$ cat src/rtl/up5bit_count_pkg.sv
// Shared widths, limits and reset value for the 5-bit count unit.
package up5bit_count_pkg;

  localparam int CNT_W = 5;

  typedef logic [CNT_W-1:0] cnt_t;

  localparam cnt_t CNT_MAX       = 5'd31;
  localparam cnt_t CNT_RESET_VAL = 5'd0;

endpackage

$ cat src/rtl/up5bit_count_incr.sv
// Next-state logic for the count unit: increment (wrap or saturate) plus next terminal count.
module up5bit_count_incr
  import up5bit_count_pkg::*;
(
  input  logic i_en,
  input  logic i_sat,
  input  cnt_t i_value,
  output cnt_t o_next,
  output logic o_tc_next
);

  logic w_at_max;

  always_comb begin
    w_at_max = (i_value == CNT_MAX);
    o_next   = i_value;
    if (i_en && !(i_sat && w_at_max)) begin
      o_next = i_value + cnt_t'(1);
    end
    // tc follows the value about to be registered, never the current output
    o_tc_next = (o_next == CNT_MAX);
  end

endmodule

$ cat src/rtl/up5bit_count_unit.sv
// 5-bit up counter with registered terminal count; 1-cycle latency, no backpressure (en=0 stalls).
// Define UP5BIT_COUNT_SATURATE_EN to saturate at the maximum instead of wrapping.
module up5bit_count_unit
  import up5bit_count_pkg::*;
#(
  parameter int               WIDTH     = CNT_W,
  parameter logic [WIDTH-1:0] RESET_VAL = CNT_RESET_VAL
) (
  input  logic             clk,
  input  logic             reset,
  input  logic             en,
  output logic [WIDTH-1:0] out,
  output logic             tc
);

`ifdef UP5BIT_COUNT_SATURATE_EN
  localparam logic SAT_EN = 1'b1;
`else
  localparam logic SAT_EN = 1'b0;
`endif

  logic [WIDTH-1:0] r_out;
  logic             r_tc;
  cnt_t             w_next;
  logic             w_tc_next;

  up5bit_count_incr u_incr (
    .i_en      (en),
    .i_sat     (SAT_EN),
    .i_value   (r_out),
    .o_next    (w_next),
    .o_tc_next (w_tc_next)
  );

  // Only enabled edges load, so both out and tc are held verbatim while en=0
  always_ff @(posedge clk or negedge reset) begin
    if (!reset) begin
      r_out <= RESET_VAL;
      r_tc  <= 1'b0;
    end else if (en) begin
      r_out <= w_next;
      r_tc  <= w_tc_next;
    end
  end

  assign out = r_out;
  assign tc  = r_tc;

endmodule

$ cat config.mk
export PLATFORM = sky130hd
export DESIGN_NAME = up5bit_count_unit
export DESIGN_NICKNAME = d
export VERILOG_FILES = /design/src/rtl/up5bit_count_pkg.sv /design/src/rtl/up5bit_count_incr.sv /design/src/rtl/up5bit_count_unit.sv
export SDC_FILE = /design/constraint.sdc
export NUM_CORES = 1
export LEC_CHECK = 0
export BUFFER_PORTS_ARGS = -buffer_cell sky130_fd_sc_hd__buf_4
export CAP_MARGIN = 5
export CORE_UTILIZATION = 30
export CTS_CLUSTER_SIZE = 40
export DETAILED_ROUTE_END_ITERATION = 10
export PLACE_DENSITY = 0.5
export SLEW_MARGIN = 5
export SYNTH_ARGS = -nofsm -noshare
export SYNTH_HDL_FRONTEND = slang
export SYNTH_HIERARCHICAL = 1
export SYNTH_SLANG_ARGS = --single-unit
$ cat constraint.sdc
create_clock -name clk -period 2.6 [get_ports clk]
set_clock_uncertainty 0.1 [all_clocks]
set_input_delay 0.13 -clock clk [delete_from_list [all_inputs] [get_ports clk]]
set_output_delay 0.13 -clock clk [all_outputs]
set_load 0.01 [all_outputs]
==> results of run 1 <==
[power by group through the flow]
stage	Clock [mW]	Combinational, mW	Sequential (mW)
2_1_floorplan	0	0.184	0.203
3_3_place_gp	0	0.286	0.195
3_5_place_dp	0	0.286	0.198
4_1_cts	0.0910	0.288	0.197
5_1_grt	0.101	0.308	0.204
6_report	0.0862	0.286	0.196
[per-stage QoR]
stage               total power [mW]  cell area (µm²)  cells  worst slack (ps)  hold slack (ps)
global placement               0.480              475     52               635             -158
global route                   0.613              508     56               506              128
CTS                            0.576              508     56               597              132
finish                         0.569              508     56               602              134
floorplan                      0.387              409     31               676             -266
detailed placement             0.483              475     52               608             -155
[worst max-delay path by stage]
stage                     startpoint  endpoint  slack (ps)  cells after the start
after floorplan               out[0]        tc         680                      7
after global placement        out[0]        tc         640                      7
after detailed placement      out[0]        tc         610                      7
after CTS                     out[0]        tc         600                      7
after global routing          out[0]        tc         510                      7
final                         out[0]        tc         600                      7
[state kept, by name (all words and copies together), names as in the netlist]
| name | flops |
|---|---|
| out | 5 |
| tc | 1 |
[cells in the mapped netlist]
cell type	n
dfrtp_1	6
nand3_1	2
mux2_4	8
and4b_1	1
xnor2_1	2
buf_6	1
o21ai_1	1
a21boi_4	1
nand2_1	2
conb_1	1
and3_1	2
xor2_1	2
ha_1	2
[area by class of cell]
type / instances / area, µm²
tap: 14 / 17.5
multi-input combinational: 24 / 248
fill: 116 / 678
sequential: 6 / 150
timing repair buffer: 9 / 70.1
clock buffer: 3 / 22.5
[kinds of logic (layout without fill, tap and decap cells)]
| group | count (synthesis) | after routing | share of synthesized area |
|---|---|---|---|
| multiplexers | 8 | 8 | 0.294 |
| AND/OR/NAND/NOR | 7 | 7 | 0.0979 |
| flip-flops | 6 | 6 | 0.367 |
| XOR/XNOR | 4 | 4 | 0.0856 |
| adder cells (fa/ha/maj) | 2 | 2 | 0.0612 |
| AO/OA/AOI/OAI | 2 | 2 | 0.0581 |
| other | 1 | 1 | 0.00917 |
| buffers and inverters | 1 | 12 | 0.0275 |
[routing by layer]
layer	vias up	routed length, µm	GRT usage
met1	131	337	0.139
met4	0	0	0.0517
met5	-	0	0
li1	132	-	-
met2	10	328	0.188
met3	0	42	0.0867
[what timing repair did]
action	4_1_cts	5_1_grt
hold endpoints to repair	6	0
endpoints found under the setup margin	0	0
hold buffers	1	0
==> results.sh, run 1 <==
export IMPL_status="complete, no violations"
export IMPL_power_switching_uw=193
export IMPL_critPathTopFamily="adder cells"
export IMPL_wl_um=707
export IMPL_required_ps=2630
export IMPL_ys_warn_count=6
export IMPL_drt_first_pass_iters=2
export IMPL_timing_final_crit_share=0.768
export IMPL_r2r_cells=7
export IMPL_synth_top_cells_by_area="dfrtp_1 37%, mux2_4 29%, ha_1 6.1%"
export IMPL_p_leak_nw=0.263
export IMPL_ys_types=13
export IMPL_cts_tree="done"
export IMPL_synthCells=31
export IMPL_cts_root_buffer="clkbuf_4"
export IMPL_path_cells="ha_1 -> and3_1 -> ha_1 -> and4b_1 -> nand3_1 -> o21ai_1 -> mux2_4"
export IMPL_clockBufferDepth=2
export IMPL_final_core_util=0.428
export IMPL_combPwrFrac=0.504
export IMPL_synth_top_cell_area_share=0.367
export IMPL_antenna_found_initial=0
export IMPL_postRouteAntennaNets=0
export IMPL_critPathCaptureType="register"
export IMPL_critPathKind="reg -> reg"
export IMPL_grt_max_degree=8
export IMPL_setup_tns_ps=0
export IMPL_num_io_pins=9
export IMPL_fp_dieH_um=38.9
export IMPL_clkTransAtPathRegs_ps=50
export IMPL_ys_seq_area_frac=0.367
export IMPL_yosysTopAreaCell="dfrtp_1"
export IMPL_power_frac_clock=0.152
export IMPL_r2r_start="out[0]"
export IMPL_insertion_delay_ps=240
export IMPL_mostFrequentLayoutCells="8 x mux2_4, 8 x buf_4, 6 x dfrtp_1"
export IMPL_grt_overflow=0
export IMPL_post_cts_buffers=0
export IMPL_r2r_slack_ps=600
export IMPL_rsz0062_at_grt="false"
export IMPL_portBuffers=8
export IMPL_diodes=0
export IMPL_area_delta_synth_final_pct=24.2
export IMPL_synthesis_area_um2=409
export IMPL_drv_cap=0
export IMPL_finalCriticalPeriod_ps=2000
export IMPL_routedWlPerCell_um=12.6
export IMPL_final_hold_violation_count=0
export IMPL_grt_pass1_vias=259
export IMPL_max_stage_delay_ps=440
export IMPL_hold_class="in -> async"
export IMPL_route_detailed_drc=0
export IMPL_initialDrtViolationCount=2
export IMPL_critical_path_max_fanout=6
export IMPL_cts_buffers_inserted=3
export IMPL_syn_nets=36
export IMPL_rr_endpoint="tc"
export IMPL_start_util=0.345
export IMPL_grt_pass1_wl_um=1160
export IMPL_p_int_uw=376
export IMPL_switching_share=0.339
export IMPL_dieWidth_um=38.9
export IMPL_start_kind="register"
export IMPL_num_rows=12
export IMPL_crit_buf_inv=0
export IMPL_finalSetupViolCount=0
export IMPL_cts_htree_levels=1
export IMPL_p_per_area_mw_per_mm2=1120
export IMPL_nets=49
export IMPL_vias=273
export IMPL_drive_gt1_frac=0.476
export IMPL_place_congestion=0.750
export IMPL_crit_arrival_ps=2020
export IMPL_slew_viol_final=0
export IMPL_dpl_hpwl_um=519
export IMPL_cts_resized=0
export IMPL_ys_ff_latch=6
export IMPL_grt_usage=0.127
export IMPL_viasPerCell=4.88
export IMPL_fmax_ghz=0.501
export IMPL_crit_top_cell="ha_1"
export IMPL_clock_sinks=6
export IMPL_die_area_mm2=0.00152
export IMPL_peakVddDrop_v=0.000416
export IMPL_p_seq_frac=0.345
export IMPL_core_mm2=0.00119
export IMPL_cpMaxStageDelayCell="dfrtp_1"
export IMPL_postSynthAreaPerCell_um2=13.2
No activity file was read; power rests on OpenSTA's default activity.
==> run 2, diff against run 1 <==
--- a/config.mk
+++ b/config.mk
@@ -10,7 +10,7 @@
 export CORE_UTILIZATION = 30
 export CTS_CLUSTER_SIZE = 40
 export DETAILED_ROUTE_END_ITERATION = 10
-export PLACE_DENSITY = 0.5
+export PLACE_DENSITY = 0.52
 export SLEW_MARGIN = 5
 export SYNTH_ARGS = -nofsm -noshare
 export SYNTH_HDL_FRONTEND = slang
==> constraint.sdc (replaced) <==
create_clock -name clk -period 1.65 [get_ports clk]
set_clock_uncertainty 0.1 [all_clocks]
set_input_delay 0.0825 -clock clk [delete_from_list [all_inputs] [get_ports clk]]
set_output_delay 0.0825 -clock clk [all_outputs]
set_load 0.01 [all_outputs]
==> results.sh, run 2 (synthesis gave the netlist of run 1 again) <==
export IMPL_drive_gt1_frac=0.633
export IMPL_cts_tree="done"
export IMPL_clkTransAtPathRegs_ps=50
export IMPL_critical_path_max_fanout=2
export IMPL_finalWorstSetupSlack_ps=-109
export IMPL_whs_ps=73.0
export IMPL_status="complete, but fails checks"
export IMPL_largest_register_ff_count=5
export IMPL_grt_pass1_wl_um=1370
export IMPL_violations="negative setup slack"
export IMPL_grt_usage=0.157
export IMPL_antenna_found_initial=0
export IMPL_routedWlPerCell_um=13.8
export IMPL_r2r_slack_ps=-110
export IMPL_route_detailed_drc=0
export IMPL_power_switching_uw=365
export IMPL_diodes=0
export IMPL_num_io_pins=9
export IMPL_combPwrFrac=0.602
export IMPL_grt_pass1_vias=300
export IMPL_cts_buffers_inserted=3
export IMPL_viasPerCell=4.87
export IMPL_n_fill_cell=107
export IMPL_r2r_start="out[0]"
export IMPL_required_ps=1680
export IMPL_cts_htree_levels=1
export IMPL_switching_share=0.333
export IMPL_cts_root_buffer="clkbuf_4"
export IMPL_dpl_instance_area_um2=546
export IMPL_wl_um=868
export IMPL_dp_cells=57
export IMPL_rr_endpoint="tc"
export IMPL_finalCriticalPeriod_ps=1760
export IMPL_nets=55
export IMPL_clock_sinks=6
export IMPL_layout_commonest_cell="buf_4"
export IMPL_final_hold_violation_count=0
export IMPL_num_rows=12
export IMPL_portBuffers=8
export IMPL_core_mm2=0.00119
export IMPL_place_congestion=0.716
export IMPL_start_util=0.345
export IMPL_grt_overflow=0
export IMPL_fin_area_um2=589
export IMPL_hold_class="in -> async"
export IMPL_drt_first_pass_iters=3
export IMPL_mostFrequentLayoutCells="14 x buf_4, 8 x mux2_4, 4 x dfrtp_1"
export IMPL_power_frac_clock=0.142
export IMPL_rsz0062_at_grt="true"
export IMPL_cts_resized=0
export IMPL_fmax_ghz=0.569
export IMPL_p_per_area_mw_per_mm2=1860
export IMPL_crit_arrival_ps=1790
export IMPL_p_leak_nw=0.288
export IMPL_area_delta_synth_final_pct=44.0
export IMPL_slew_viol_final=0
export IMPL_grt_max_degree=8
export IMPL_r2r_cells=7
export IMPL_start_kind="register"
export IMPL_fp_dieH_um=38.9
export IMPL_die_area_mm2=0.00152
export IMPL_vias=307
export IMPL_peakVddDrop_v=0.000727
export IMPL_clockBufferDepth=2
export IMPL_finalSetupViolCount=2
export IMPL_fin_cells=63
export IMPL_dieWidth_um=38.9
export IMPL_p_int_uw=729
export IMPL_timing_final_crit_share=1.07
export IMPL_insertion_delay_ps=250
export IMPL_pre_cts_ws_ps=-135
export IMPL_initialDrtViolationCount=1
export IMPL_drv_cap=0
export IMPL_p_seq_frac=0.256
export IMPL_critPathCaptureType="register"
export IMPL_critPathKind="reg -> reg"
export IMPL_postRouteAntennaNets=0
## run 2: cell type report
class | count | area (µm²) | share of cell area
clock buffers | 4 | 26.3 | 0.0446
multi-input cells | 24 | 278 | 0.471
flip-flops and latches | 6 | 153 | 0.259
well taps | 14 | 17.5 | 0.0297
repair buffers | 15 | 115 | 0.195
## run 2: worst max path at each step
stage	start	to	slack [ps]
finish	out[0]	tc	-110
global route	out[1]	tc	-140
CTS	out[0]	tc	-120
detailed placement	out[1]	tc	-130
global placement	out[1]	tc	-110
floorplan	out[0]	tc	-140
## run 2: power groups by stage
stage	Combinational (mW)	Sequential (mW)	Clock [mW]
2_1_floorplan	0.321	0.343	0
6_report	0.658	0.280	0.155
3_3_place_gp	0.636	0.276	0
4_1_cts	0.649	0.282	0.165
3_5_place_dp	0.645	0.282	0
5_1_grt	0.714	0.291	0.182
## run 2: per-stage QoR
step                       util  power, mW  TNS (ps)
after global placement    0.460      0.912      -153
after CTS                 0.491       1.10      -154
final                     0.497       1.09      -142
after global routing      0.497       1.19      -202
after floorplan               -      0.664      -222
after detailed placement  0.460      0.927      -186
## run 2: per-layer routing
layer  vias to the layer above  share of wire  track usage
met4                         0         0.0081        0.129
met5                         -              0            0
met2                         8           0.49        0.221
met3                         2          0.048       0.0867
li1                        146              -            -
met1                       151           0.45        0.169
## run 2: worst max-delay path: stages, from the launching register on
cell,delay [ps]
dfrtp_2,420
ha_4,160
and3_4,180
ha_4,210
and4b_1,160
nand3_1,70
o21ai_1,60
mux2_4,270
## run 2: repair_timing
action,in CTS,in global routing
buffers inserted,0,1
pin swaps,3,1
endpoints found under the setup margin,2,2
endpoints found under the hold margin,6,0
hold buffers,1,0
